<file path="src/rtl/uart_pkg.sv">
// uart_pkg: shared UART frame constants, FSM state encoding and counter-width helper
package uart_pkg;
  typedef enum logic [1:0] {IDLE = 2'd0, START = 2'd1, DATA = 2'd2, STOP = 2'd3} state_t;
  localparam int DATA_BITS = 8;
  localparam int STOP_BITS = 1;
  function automatic int clog2(input int v);
    int r = 0;
    while ((1 << r) < v) r++;
    return r;
  endfunction
endpackage

</file>
<file path="src/rtl/sync_2ff.sv">
// sync_2ff: two-flop synchroniser for one asynchronous input, resets to 1 (idle-high lines)
//   clk, rst_n (async, active-low), d: async input, q: synchronised output
module sync_2ff (
  input  logic clk,
  input  logic rst_n,
  input  logic d,
  output logic q
);
  logic meta;
  always_ff @(posedge clk or negedge rst_n)
    if (!rst_n) {q, meta} <= 2'b11;
    else {q, meta} <= {meta, d};
endmodule

</file>
<file path="src/rtl/uart_rx.sv">
// uart_rx: 8N1 serial receiver with start-glitch rejection, mid-bit sampling and framing-error strobe
//   clk, rst_n (async, active-low)
//   rx: serial line (idle high, LSB first)
//   rx_data: last good byte, rx_valid: one-cycle new-data strobe
//   frame_err: one-cycle strobe on a low stop bit, rx_busy: frame in progress
//   BAUD_DIV = CLK_FREQ / BAUD_RATE must be at least 4
module uart_rx import uart_pkg::*; #(
  parameter int CLK_FREQ  = 100000000,
  parameter int BAUD_RATE = 115200
) (
  input  logic                 clk,
  input  logic                 rst_n,
  input  logic                 rx,
  output logic [DATA_BITS-1:0] rx_data,
  output logic                 rx_valid,
  output logic                 frame_err,
  output logic                 rx_busy
);
  localparam int BAUD_DIV = CLK_FREQ / BAUD_RATE;
  localparam int HALF_DIV = BAUD_DIV / 2;
  localparam int CNT_W = clog2(BAUD_DIV);
  localparam int BIT_W = clog2(DATA_BITS);
  localparam logic [CNT_W-1:0] FULL_LAST = CNT_W'(BAUD_DIV - 1);
  localparam logic [CNT_W-1:0] HALF_LAST = CNT_W'(HALF_DIV - 1);
  localparam logic [BIT_W-1:0] BIT_LAST = BIT_W'(DATA_BITS - 1);
  state_t state, state_nx;
  logic [CNT_W-1:0] baud_cnt;
  logic [BIT_W-1:0] bit_cnt;
  logic [DATA_BITS-1:0] shift;
  logic rx_s, rx_prev;
  logic fall, tick_half, tick_full, stop_tick;
  sync_2ff u_sync (.clk(clk), .rst_n(rst_n), .d(rx), .q(rx_s));
  assign fall = rx_prev && !rx_s;
  assign tick_half = baud_cnt == HALF_LAST;
  assign tick_full = baud_cnt == FULL_LAST;
  assign stop_tick = state == STOP && tick_full;
  assign rx_busy = state != IDLE;
  // the half-bit check in START re-centres the counter so every later tick lands mid-bit
  always_comb begin
    state_nx = state;
    case (state)
      IDLE:    state_nx = fall ? START : IDLE;
      START:   state_nx = tick_half ? (rx_s ? IDLE : DATA) : START;
      DATA:    state_nx = tick_full && bit_cnt == BIT_LAST ? STOP : DATA;
      STOP:    state_nx = tick_full ? IDLE : STOP;
      default: state_nx = IDLE;
    endcase
  end
  always_ff @(posedge clk or negedge rst_n)
    if (!rst_n) begin
      state     <= IDLE;
      rx_prev   <= 1'b1;
      baud_cnt  <= '0;
      bit_cnt   <= '0;
      shift     <= '0;
      rx_data   <= '0;
      rx_valid  <= 1'b0;
      frame_err <= 1'b0;
    end else begin
      state     <= state_nx;
      rx_prev   <= rx_s;
      baud_cnt  <= state == IDLE || state_nx != state || tick_full ? '0 : baud_cnt + 1'b1;
      rx_valid  <= stop_tick && rx_s;
      frame_err <= stop_tick && !rx_s;
      if (state == DATA && tick_full) begin
        shift   <= {rx_s, shift[DATA_BITS-1:1]};
        bit_cnt <= bit_cnt + 1'b1;
      end
      if (stop_tick && rx_s) rx_data <= shift;
    end
endmodule

</file>
<file path="config.mk">
export PLATFORM = sky130hd
export DESIGN_NAME = uart_rx
export DESIGN_NICKNAME = d
export VERILOG_FILES = /design/src/rtl/uart_pkg.sv /design/src/rtl/sync_2ff.sv /design/src/rtl/uart_rx.sv
export SDC_FILE = /design/constraint.sdc
export NUM_CORES = 1
export LEC_CHECK = 0
export CORE_MARGIN = 1.5
export CORE_UTILIZATION = 56
export DETAILED_ROUTE_END_ITERATION = 6
export GPL_TIMING_DRIVEN = 1
export PLACE_DENSITY = 0.78
export REMOVE_ABC_BUFFERS = 1
export SKIP_LAST_GASP = 1
export SLEW_MARGIN = 10
export SYNTH_ARGS = -nofsm -noshare
export SYNTH_HDL_FRONTEND = slang
export SYNTH_SLANG_ARGS = --single-unit
export TNS_END_PERCENT = 10
</file>
<file path="constraint.sdc">
create_clock -name clk -period 2.5 [get_ports clk]
set_clock_uncertainty 0.05 [all_clocks]
set_input_delay 0.375 -clock clk [delete_from_list [all_inputs] [get_ports clk]]
set_output_delay 0.375 -clock clk [all_outputs]
set_load 0.02 [all_outputs]
</file>
==> run summary <==
number of setup buffers added after CTS = 0
initial antenna violation count = 0
Die Y = 56.94 um
final total negative setup slack = 0 ns
leakage dissipation = 0.0008844 uW
result of the run = complete, no violations
number of maximum-capacitance violations = 0
post-detailed-placement half-perimeter wirelength = 1797 um
final slew viol count = 0
number of instances resized during post-cts repair = 0
r2r worst-path depth = 5
critical path arrival = 2.29 ns
switching share of power = 30.01%
final net count = 139
worst hold start = u_sync.meta$_DFF_PN1_
RR Endpoint = bit_cnt[2]$_DFFE_PN0P_
Std-Cell Rows = 19
post-synthesis area per instance = 14.17 um^2
CTS clock-pin slew for the worst setup and hold paths = 0.10 ns
initial core utilization = 59.07%
largest cells by area after synthesis = sky130_fd_sc_hd__dfrtp_1 (51%), sky130_fd_sc_hd__mux2_4 (15%), sky130_fd_sc_hd__dfstp_2 (4.8%)
classification of the worst setup path = flip-flop to flip-flop
Die ar. = 3242 um^2
Routed WL = 2508 um
top post-synthesis cells by count = sky130_fd_sc_hd__dfrtp_1 (33), sky130_fd_sc_hd__mux2_4 (16), sky130_fd_sc_hd__nor2_1 (14)
via count = 936
worst-margin pin slew = 0.4357 ns
launch point of the worst reg-to-reg path = baud_cnt[0]$_DFF_PN0_
endpoint class of the critical path = flip-flop
maximum vdd ir drop = 495.3 uV
RSZ-0062 raised after global routing = false
Remaining Overflow, GRT = 0
placed cell area = 1758 um^2
average routed wire per standard cell = 15.29 um
post-DR vias/cell = 5.707
Final Hold Vio Count = 0
wire length of the first global-routing pass = 4395 um
Max-Slew Margin vs Limit = 70.68%
TritonCTS sink count = 36
critical-path cell with the highest stage delay = sky130_fd_sc_hd__dfrtp_1
power density cells = 633.0 nW/um^2
CTS tree = done
top achievable clock speed = 473.5 MHz
required time reported for the critical path endpoint = 2.67 ns
kind of path behind the tightest hold check = flip-flop to flip-flop
maximum fanout along the worst path = 12
count of distinct cell types in the synthesized netlist = 30
Antenna Diode Count = 0
relative area change from synthesis to final layout = 11.37%
total net switching power = 344.6 uW
Min-Delay Path Depth = 0
maximum root-to-sink buffer count = 2
share of total power in sequential cells = 60.3%
Die Wd = 56.94 um
internal power = 803.7 uW
total I/O pin count = 14
Register-to-Register Setup Slack = 0.39 ns
post-synthesis cell area = 1629 um^2
final weighted congestion of routability-driven global placement = 0.7507
fraction of power consumed by combinational cells = 13.7%
later-pin clock latency in the skew report = 0.34 ns
number of nets still failing antenna checks after routing = 0
via count of the first global-routing pass = 935
number of DRC violations after detailed-routing iteration 0 = 24
master cell of the clock root buffer = sky130_fd_sc_hd__clkbuf_4
final period utilization = 84.48%
worst path cell trace = ha_1 -> nand4b_4 -> nor4_4 -> and3_4 -> mux2_2
Hold Path Sink = u_sync.q$_DFF_PN1_
cell with the most instances after synthesis = sky130_fd_sc_hd__dfrtp_1
sequential share of the synthesized area = 55.53%
cell count after synthesis = 115
category of the worst setup path launch point = flip-flop
number of buffers created by CTS = 5
number of levels in the clock H-tree = 2
power share of the clock group = 26.1%
maximum number of pins on one net before global-route repair = 37
post-synth top area share = 50.69%
Main synth FF type = sky130_fd_sc_hd__dfrtp_1
count of hold-fix buffers inserted at cts = 0
count of synthesis-stage warnings from yosys = 0
post-synthesis register bit count = 36
count of flip-flops with a built-in enable after synthesis = 0
shortest period the worst path allows = 2.112 ns
post-route standard cell area excluding fillers = 1814 um^2
detailed-routing iteration count for the pre-antenna-repair pass = 4
# setup viols final = 0
share of flip-flops with an asynchronous set or reset after synthesis = 100.0%
maximum single-stage delay on the critical path = 0.42 ns
Global Route Usage Sum = 18.07%
number of port buffers = 13
area of the core = 2758 um^2
top cell type by total area after synthesis = sky130_fd_sc_hd__dfrtp_1
layout cells sized above 1 = 28.57%
Remaining DRCs = 0
worst max path at each step:
stage	start	end	slack (ns)	cells after the start
floorplan	baud_cnt[0]$_DFF_PN0_	bit_cnt[2]$_DFFE_PN0P_	0.57	5
global placement	baud_cnt[0]$_DFF_PN0_	shift[7]$_DFFE_PN0P_	0.49	5
detailed placement	baud_cnt[0]$_DFF_PN0_	shift[7]$_DFFE_PN0P_	0.38	5
CTS	baud_cnt[0]$_DFF_PN0_	bit_cnt[2]$_DFFE_PN0P_	0.37	5
global route	state[1]$_DFF_PN0_	rx_busy	0.29	3
finish	baud_cnt[0]$_DFF_PN0_	bit_cnt[2]$_DFFE_PN0P_	0.39	5
cell families after synthesis:
family                   Yosys count  share of synthesized area [%]
flip-flops                        36                          55.53
AND/OR/NAND/NOR                   33                          13.21
adder cells (fa/ha/maj)            4                          3.072
buffers and inverters              9                          4.071
multiplexers                      18                          16.13
XOR/XNOR                           9                          4.839
AO/OA/AOI/OAI                      6                          3.150
sequential cells by signal, indices dropped and copies added, names as in the netlist:
signal,flops
rx_prev,1
frame_err,1
state,2
bit_cnt,3
u_sync.q,1
baud_cnt,10
rx_data,8
rx_valid,1
u_sync.meta,1
shift,8
stage by stage:
step / hold slack (ns) / total power (uW) / cells / utilization, % / worst slack [ns]
after floorplan: 0.02941 / 804.3 / 111 / - / 0.5748
after global placement: 0.2988 / 851.7 / 156 / 63.75 / 0.4873
after detailed placement: 0.3030 / 860.7 / 156 / 63.75 / 0.3824
after CTS: 0.3182 / 1161 / 164 / 65.79 / 0.3699
after global routing: 0.3197 / 1216 / 164 / 65.79 / 0.2874
final: 0.3150 / 1148 / 164 / 65.79 / 0.3881
power groups by stage:
stage                     Sequential (uW)  Combinational, uW  Clock (uW)
after floorplan                       689                115           0
after detailed placement              702                158           0
after global routing                  701                176         340
after global placement                698                154           0
final                                 692                157         299
after CTS                             693                160         309
metal layers:
metal | up-vias | track usage [%] | part of all wire [%]
li1 | 433 | - | -
met1 | 477 | 24.85 | 47
met2 | 22 | 27.42 | 47
met3 | 4 | 5.896 | 5.2
met4 | 0 | 5.980 | 1.4
met5 | - | 0 | 0
layout make-up:
| class | instances | area [um^2] |
|---|---|---|
| fill | 210 | 943.4 |
| sequential | 36 | 904.6 |
| multi-input combinational | 70 | 658.1 |
| timing repair buffer | 14 | 137.6 |
| tap | 31 | 38.79 |
| clock buffer | 5 | 37.54 |
| clock inverter | 3 | 18.77 |
| inverter | 5 | 18.77 |
layout by cell type (no fill, tap or decap), types with 2 or more instances in the layout:
| cell | Yosys | routed |
|---|---|---|
| sky130_fd_sc_hd__inv_1 | 5 | 5 |
| sky130_fd_sc_hd__nand2_1 | 3 | 3 |
| sky130_fd_sc_hd__clkbuf_4 | 0 | 5 |
| sky130_fd_sc_hd__dfstp_2 | 3 | 3 |
| sky130_fd_sc_hd__xor2_1 | 6 | 6 |
| sky130_fd_sc_hd__mux2_4 | 16 | 16 |
| sky130_fd_sc_hd__xnor2_1 | 3 | 3 |
| sky130_fd_sc_hd__clkinv_2 | 0 | 2 |
| sky130_fd_sc_hd__nor2_1 | 14 | 14 |
| sky130_fd_sc_hd__nand3_1 | 3 | 3 |
| sky130_fd_sc_hd__ha_1 | 4 | 4 |
| sky130_fd_sc_hd__nand4_1 | 2 | 2 |
| sky130_fd_sc_hd__dfrtp_1 | 33 | 33 |
| sky130_fd_sc_hd__mux2_2 | 2 | 2 |
| sky130_fd_sc_hd__clkdlybuf4s50_1 | 0 | 13 |
| sky130_fd_sc_hd__and4_2 | 2 | 2 |
worst max-delay path: cells and delay by family (launching register included):
family                     cells  cell delay [ns]
and+or+nand+nor                3             0.87
adders and majority gates      1             0.29
muxes                          1             0.36
DFF                            1             0.42
(Power assumes the default switching activity.)
